`config.mk`:
```
export PLATFORM = sky130hd
export DESIGN_NAME = vbsc_chain_flat
export DESIGN_NICKNAME = d
export VERILOG_FILES = /design/src/rtl/vbsc_chain_if.sv /design/src/rtl/vbsc_chain.sv /design/src/flat_wrapper.sv
export SDC_FILE = /design/constraint.sdc
export NUM_CORES = 1
export LEC_CHECK = 0
export ABC_CLOCK_PERIOD_IN_PS = 3050
export CAP_MARGIN = 5
export CORE_MARGIN = 2
export CORE_UTILIZATION = 49
export CTS_CLUSTER_DIAMETER = 80
export DETAILED_ROUTE_END_ITERATION = 8
export PLACE_DENSITY = 0.84
export SYNTH_ARGS = -nofsm -noshare
export SYNTH_HDL_FRONTEND = slang
export SYNTH_SLANG_ARGS = --single-unit
```
`constraint.sdc`:
```
create_clock -name tck -period 3.05 [get_ports tck]
set_input_delay 0.61 -clock tck [delete_from_list [all_inputs] [get_ports tck]]
set_output_delay 0.61 -clock tck [all_outputs]
set_load 0.02 [all_outputs]
```
`src/rtl/vbsc_chain_if.sv`:
```
// Scan-side port bundle of the virtual boundary-scan chain: serial data,
// instruction and the DR-state flags coming from the TAP controller.
interface vbsc_chain_if #(
   parameter int IR_W = 2
);
   logic            tdi;
   logic            tdo;
   logic [IR_W-1:0] ir_in;
   logic            cdr;
   logic            sdr;
   logic            udr;

   modport master (output tdi, ir_in, cdr, sdr, udr, input tdo);
   modport slave  (input tdi, ir_in, cdr, sdr, udr, output tdo);
endinterface

```
`src/rtl/vbsc_chain.sv`:
```
// Virtual boundary-scan chain: NCELL IN/OE/OUT cells with a bypass register,
// an update register and the EXTEST pin mux in front of the IO buffers.
module vbsc_chain #(
   parameter int NCELL  = 4,
   parameter int IR_W   = 2,
   parameter bit RST_OE = 1'b0
) (
   input  logic             tck,
   input  logic             rst,
   vbsc_chain_if.slave      tap,
   input  logic [NCELL-1:0] pin_in,
   input  logic [NCELL-1:0] core_oe,
   input  logic [NCELL-1:0] core_out,
   output logic [NCELL-1:0] pin_oe,
   output logic [NCELL-1:0] pin_out,
   output logic [NCELL-1:0] core_in
);

   localparam int SR_W = 3 * NCELL;

   typedef enum logic [1:0] {
      INSTR_BYPASS = 2'd0,
      INSTR_SAMPLE = 2'd1,
      INSTR_EXTEST = 2'd2
   } instr_e;

   instr_e           instr;
   logic [IR_W+1:0]  ir_ext;
   logic             sr_sel;
   logic [SR_W-1:0]  sr;
   logic [SR_W-1:0]  cap_vec;
   logic             by;
   logic [NCELL-1:0] ur_oe;
   logic [NCELL-1:0] ur_out;

   // Widen before comparing so narrow IR_W cannot alias codes onto each other.
   always_comb begin
      ir_ext = {2'b00, tap.ir_in};
      instr  = INSTR_BYPASS;
      if (ir_ext == (IR_W+2)'(1))
         instr = INSTR_SAMPLE;
      else if (ir_ext == (IR_W+2)'(2))
         instr = INSTR_EXTEST;
   end

   assign sr_sel = (instr != INSTR_BYPASS);

   // Capture reflects what is actually on the pins, i.e. after the EXTEST mux.
   always_comb begin
      cap_vec = '0;
      for (int i = 0; i < NCELL; i++) begin
         cap_vec[3*i]   = pin_in[i];
         cap_vec[3*i+1] = pin_oe[i];
         cap_vec[3*i+2] = pin_out[i];
      end
   end

   // NOTE: all state here is updated with non-blocking assignments so every
   // branch reads the pre-edge values of sr/ur, matching register semantics.
   always_ff @(posedge tck) begin
      if (rst) begin
         sr     <= '0;
         by     <= 1'b0;
         ur_out <= '0;
         ur_oe  <= {NCELL{RST_OE}};
      end else if (tap.cdr) begin
         if (sr_sel)
            sr <= cap_vec;
         else
            by <= 1'b0;
      end else if (tap.sdr) begin
         if (sr_sel)
            sr <= {tap.tdi, sr[SR_W-1:1]};
         else
            by <= tap.tdi;
      end else if (tap.udr && sr_sel) begin
         for (int i = 0; i < NCELL; i++) begin
            ur_oe[i]  <= sr[3*i+1];
            ur_out[i] <= sr[3*i+2];
         end
      end
   end

   assign tap.tdo = tap.sdr ? (sr_sel ? sr[0] : by) : 1'b0;

   assign pin_oe  = (instr == INSTR_EXTEST) ? ur_oe  : core_oe;
   assign pin_out = (instr == INSTR_EXTEST) ? ur_out : core_out;
   assign core_in = pin_in;

endmodule

```
`src/flat_wrapper.sv`:
```
// flat-port wrapper written by rule: the top's interface ports become plain ports
module vbsc_chain_flat 
#(
   parameter int NCELL  = 4,
   parameter int IR_W   = 2,
   parameter bit RST_OE = 1'b0
)
  (tck, rst, pin_in, core_oe, core_out, pin_oe, pin_out, core_in, tap_tdi, tap_ir_in, tap_cdr, tap_sdr, tap_udr, tap_tdo);
  vbsc_chain_if #(.IR_W(IR_W)) tap_i ();
  input  logic tck;
  input  logic rst;
  input  logic [NCELL-1:0] pin_in;
  input  logic [NCELL-1:0] core_oe;
  input  logic [NCELL-1:0] core_out;
  output logic [NCELL-1:0] pin_oe;
  output logic [NCELL-1:0] pin_out;
  output logic [NCELL-1:0] core_in;
  input wire logic [$bits(tap_i.tdi)-1:0] tap_tdi;
  input wire logic [$bits(tap_i.ir_in)-1:0] tap_ir_in;
  input wire logic [$bits(tap_i.cdr)-1:0] tap_cdr;
  input wire logic [$bits(tap_i.sdr)-1:0] tap_sdr;
  input wire logic [$bits(tap_i.udr)-1:0] tap_udr;
  output wire logic [$bits(tap_i.tdo)-1:0] tap_tdo;
  assign tap_i.tdi = tap_tdi;
  assign tap_i.ir_in = tap_ir_in;
  assign tap_i.cdr = tap_cdr;
  assign tap_i.sdr = tap_sdr;
  assign tap_i.udr = tap_udr;
  assign tap_tdo = tap_i.tdo;
  vbsc_chain #(.NCELL(NCELL), .IR_W(IR_W), .RST_OE(RST_OE)) u_core (.tck(tck), .rst(rst), .tap(tap_i), .pin_in(pin_in), .core_oe(core_oe), .core_out(core_out), .pin_oe(pin_oe), .pin_out(pin_out), .core_in(core_in));
endmodule
```
==> results of run 1 <==
==> flip-flops by register name (all words and copies together), names as in the netlist <==
name and cells:
u_core.ur_out 4, u_core.by 1, u_core.ur_oe 4, u_core.sr 12
==> metal layers <==
| layer | vias to the layer above | GRT usage, % | routed length [um] |
|---|---|---|---|
| met1 | 449 | 24.6 | 1100 |
| met2 | 33 | 34.2 | 1160 |
| met5 | - | 0 | 0 |
| met3 | 2 | 3.51 | 138 |
| met4 | 0 | 4.39 | 13 |
| li1 | 476 | - | - |
==> metrics by stage <==
step	hold slack (ps)	cell area (sq um)
2_1_floorplan	433	1090
3_3_place_gp	439	1380
3_5_place_dp	446	1380
4_1_cts	465	1410
5_1_grt	493	1410
6_report	464	1410
==> cells in the final DEF, fill, tap and decap left out, drive strengths merged, types with 3 or more instances in the layout <==
cell | synthesis | routed
dfxtp | 21 | 21
clkbuf | 2 | 4
mux2i | 5 | 5
mux2 | 8 | 8
clkdlybuf4s50 | 0 | 32
nor2 | 4 | 4
o211ai | 8 | 8
nand2 | 25 | 25
or2 | 8 | 8
buf | 11 | 3
a21oi | 17 | 17
a211oi | 4 | 4
==> final timing paths <==
check,start,to,slack [ps]
max,tap_ir_in[1],pin_out[2],140
min,u_core.ur_oe[1],u_core.ur_oe[1],460
max reg2reg,u_core.ur_out[3],u_core.sr[11],2030
min reg2reg,u_core.ur_oe[1],u_core.ur_oe[1],460
==> cell type report <==
| cell class | count | area (sq um) | share of cell area (%) |
|---|---|---|---|
| inverter | 2 | 7.51 | 0.533 |
| sequential | 21 | 420 | 29.9 |
| multi-input combinational | 87 | 576 | 40.9 |
| clock buffer | 4 | 26.3 | 1.87 |
| tap | 28 | 35.0 | 2.49 |
| timing repair buffer | 35 | 343 | 24.4 |
==> logic make-up (layout without fill, tap and decap cells) <==
family	Yosys count	in the layout	share of synthesized area (%)
mux	13	13	12.8
buf+inv	15	41	9.05
flops	21	21	38.5
simple gates	41	41	19.1
fa+ha+maj	1	1	1.15
compound gates	32	32	19.4
==> worst min-delay path, stage by stage, from the launching register on <==
cell,delay (ps)
dfxtp_1,330
nand2_1,50
a21oi_1,50
==> power by group <==
| part | switching (mW) | internal (mW) | total [mW] |
|---|---|---|---|
| sequential | 0.00797 | 0.289 | 0.297 |
| clock | 0.0844 | 0.0510 | 0.135 |
| combinational | 0.0706 | 0.0769 | 0.147 |
==> results.yml, run 1 <==
synth:
  synth_edf_count: 0
  yosysWarningCount: 0
  synth_cells: 123
  synth_top_area_cell: "dfxtp_1"
  yosysMostFrequentCell: "nand2_1"
  synth_seq_cells: 21
  synthTopCellsByArea: "dfxtp_1, nand2_1, mux2_2, a21oi_1, o211ai_1"
  seq_area_frac_synth_pct: 38.5
  synth_nets: 144
  syn_area_sq_mm: 0.00109
  yosys-top-cells-count: "nand2_1, dfxtp_1, a21oi_1"
  synth_cell_types: 24
  async_flop_share_pct: 0
  synth_area_per_cell_sq_um: 8.88
  yosysTopAreaCellShare_pct: 38.5
  ys.flop_type: "dfxtp_1"
detailed_routing:
  antenna_left: 0
  drt-vias-per-instance: 5.42
  dr.pass1.iters: 4
  dr_total_vias: 960
  drcViolationCount: 0
  totalWireLength_mm: 2.41
  drt_first_iter_violations: 18
  routedWlPerCell_um: 13.6
setup_path:
  worst_path_most_repeated_cell: "clkdlybuf4s50_1"
  crit_type: "input pin to primary output"
  path_buf_inv: 2
  endpoint_kind: "primary output"
  cp.required_ps: 2440
  cp_top_family: "buffers and inverters"
  slowest_stage: "clkdlybuf4s50_1"
  cp_max_fo: 8
  r2r_cells: 3
  cp_cell_sequence: "clkdlybuf4s50_1, ha_2, mux2_2, clkdlybuf4s50_1"
  crit_arrival_ps: 2300
  cp.depth: 4
  critPathMaxStageDelay_ps: 540
  startpoint_type: "input pin"
placed_design:
  detailed_place_hpwl_mm: 1.67
  port_buffers: 32
  place_inst: 173
  place.gp.congestion: 0.741
  dp_slack_ps: 21.7
power:
  power_density_mw_per_mm2: 412
  p_leak_nw: 0.500
  vdd_drop_max_mv: 0.308
  power.total_uw: 579
finish:
  nFillCells: 186
  final_cells: 177
  drive_gt1_share_pct: 19.5
  final_nets: 171
  diodes: 0
  area_delta_synth_final_pct: 28.9
  utilization_pct: 65.5
floorplanning:
  ios: 33
  die_h_um: 51.2
  rows: 17
  initial_core_util_pct: 50.8
  core-area_sq_mm: 0.00215
  die_area_sq_mm: 0.00262
  die_x_um: 51.2
timing:
  period_share_pct: 95.4
  hold_viol_final: 0
  finClkSkew_ps: 1.03
  fin_ws_ps: 140
  worst_pin_slew_ps: 830
  setup_violations: 0
  timing.slew.headroom_pct: 44.5
  rsz0062_at_grt: "no"
  final.setup.tns_ps: 0
  fin_crit_ps: 2910
  max_freq_mhz: 344
  drv_slew: 0
global_routing:
  antenna_found_initial: 0
  first_global_vias: 906
  grt_pass1_wl_mm: 3.89
  grt_max_degree: 22
  grt_use_total_pct: 19.4
  grt_overflow: 0
hold_path:
  hold_depth: 2
  hp-class: "flop to flop"
cts:
  cts_resized: 0
  ctsHtreeMaxLevel: 1
  cts_max_path_buffers: 2
  cts.sinks: 21
  cts_buffers: 3
  post_cts_buffers: 0
  cts_tree: "built"
  cts_root_buf: "clkbuf_4"
  cts_hold_buf: 0
  clk_latency_ps: 300
  cts.clk_slew.worst_paths_ps: 110
outcome:
  status: "finished clean"
flow_run:
  maxCapViolCount: 0
Note: power is estimated with default switching activity, not from simulation.
==> run 2, diff against run 1 <==
- SETUP_SLACK_MARGIN: not set -> 0.05
==> run 2 against run 1 <==
- non-clock buffer count is the same
- via count is the same
- first-iteration DRC count is the same
- combinational power is essentially flat
- clock skew is essentially flat
- critical endpoint unchanged
==> results.yml, run 2 (synthesis results as in run 1) <==
power:
  vdd_drop_max_mv: 0.308
  power_density_mw_per_mm2: 412
  p_leak_nw: 0.500
detailed_routing:
  antenna_left: 0
  routedWlPerCell_um: 13.6
  dr.pass1.iters: 4
  totalWireLength_mm: 2.40
  dr_total_vias: 960
  drt_first_iter_violations: 18
  drcViolationCount: 0
  drt-vias-per-instance: 5.42
timing:
  finClkSkew_ps: 1.03
  setup_violations: 0
  hold_viol_final: 0
  period_share_pct: 95.4
  fin_crit_ps: 2910
  rsz0062_at_grt: "no"
  fin_ws_ps: 140
  drv_slew: 0
  max_freq_mhz: 344
  final.setup.tns_ps: 0
  timing.slew.headroom_pct: 44.9
  worst_pin_slew_ps: 823
outcome:
  status: "finished clean"
cts:
  cts_hold_buf: 0
  cts.sinks: 21
  cts_root_buf: "clkbuf_4"
  cts.clk_slew.worst_paths_ps: 110
  cts_buffers: 3
  cts_tree: "built"
  cts_max_path_buffers: 2
  ctsHtreeMaxLevel: 1
  clk_latency_ps: 300
placed_design:
  place.gp.congestion: 0.741
  detailed_place_hpwl_mm: 1.67
  dp_slack_ps: 21.7
  place_inst: 173
  post_dp_cell_area_sq_mm: 0.00138
  port_buffers: 32
finish:
  final_cells: 177
  mostFrequentLayoutCells: "clkdlybuf4s50_1, nand2_1, dfxtp_1"
  drive_gt1_share_pct: 19.5
  area_delta_synth_final_pct: 28.9
  diodes: 0
  nFillCells: 186
  fin_area_sq_mm: 0.00141
  top_register: "u_core.sr"
  largest_reg_flops: 12
  utilization_pct: 65.5
  layout_commonest_cell: "clkdlybuf4s50_1"
  final_nets: 171
  reg_top3: "u_core.sr x12, u_core.ur_oe x4, u_core.ur_out x4"
global_routing:
  grt_pass1_wl_mm: 3.89
  grt_use_total_pct: 19.4
  antenna_found_initial: 0
  grt_max_degree: 22
  grt_overflow: 0
  first_global_vias: 900
setup_path:
  crit_arrival_ps: 2300
  r2r_cells: 3
  startpoint_type: "input pin"
  cp_max_fo: 8
  endpoint_kind: "primary output"
  crit_type: "input pin to primary output"
  cp.required_ps: 2440
floorplanning:
  ios: 33
  die_x_um: 51.2
  die_area_sq_mm: 0.00262
  core-area_sq_mm: 0.00215
  initial_core_util_pct: 50.8
  rows: 17
  die_h_um: 51.2
hold_path:
  hp-class: "flop to flop"
  hold_depth: 2
flow_run:
  maxCapViolCount: 0
-- run 2: report_power, final --
part           total (mW)  switching [mW]  internal [mW]
registers           0.297         0.00797          0.289
logic               0.147          0.0706         0.0769
clock network       0.135          0.0844         0.0510
total               0.579           0.163          0.416
-- run 2: worst paths after layout --
kind                         start               to  slack, ps
setup / recovery      tap_ir_in[1]       pin_out[2]        140
hold / removal     u_core.ur_oe[1]  u_core.ur_oe[1]        460
setup reg to reg  u_core.ur_out[3]    u_core.sr[11]       2030
hold reg to reg    u_core.ur_oe[1]  u_core.ur_oe[1]        460
-- run 2: final cells by class --
class | count | area (sq um) | share of cell area (%)
Multi-Input combinational cell | 87 | 576 | 40.9
Tap cell | 28 | 35.0 | 2.49
Clock buffer | 4 | 26.3 | 1.87
Sequential cell | 21 | 420 | 29.9
Inverter | 2 | 7.51 | 0.533
Timing Repair Buffer | 35 | 343 | 24.4
-- run 2: per-stage QoR --
stage	total power, mW	hold slack (ps)
2_1_floorplan	0.396	433
3_3_place_gp	0.446	439
3_5_place_dp	0.449	446
4_1_cts	0.580	465
5_1_grt	0.605	493
6_report	0.579	464
-- run 2: what timing repair did --
action                                 4_1_cts  5_1_grt
endpoints found under the hold margin        0        0
setup endpoints to repair                    8        0
setup buffers                                0        0
gates resized for setup                      1        0
-- run 2: worst max-delay path: stages --
cell and delay (ps):
clkdlybuf4s50_1 460, ha_2 310, mux2_2 380, clkdlybuf4s50_1 540
-- run 2: routing by layer --
layer  track usage (%)  wire, um  up-vias
met5                 0         0        -
met4              4.39        13        0
met3              3.51       143        2
met2              34.0      1160       33
met1              25.0      1090      449
li1                  -         -      476
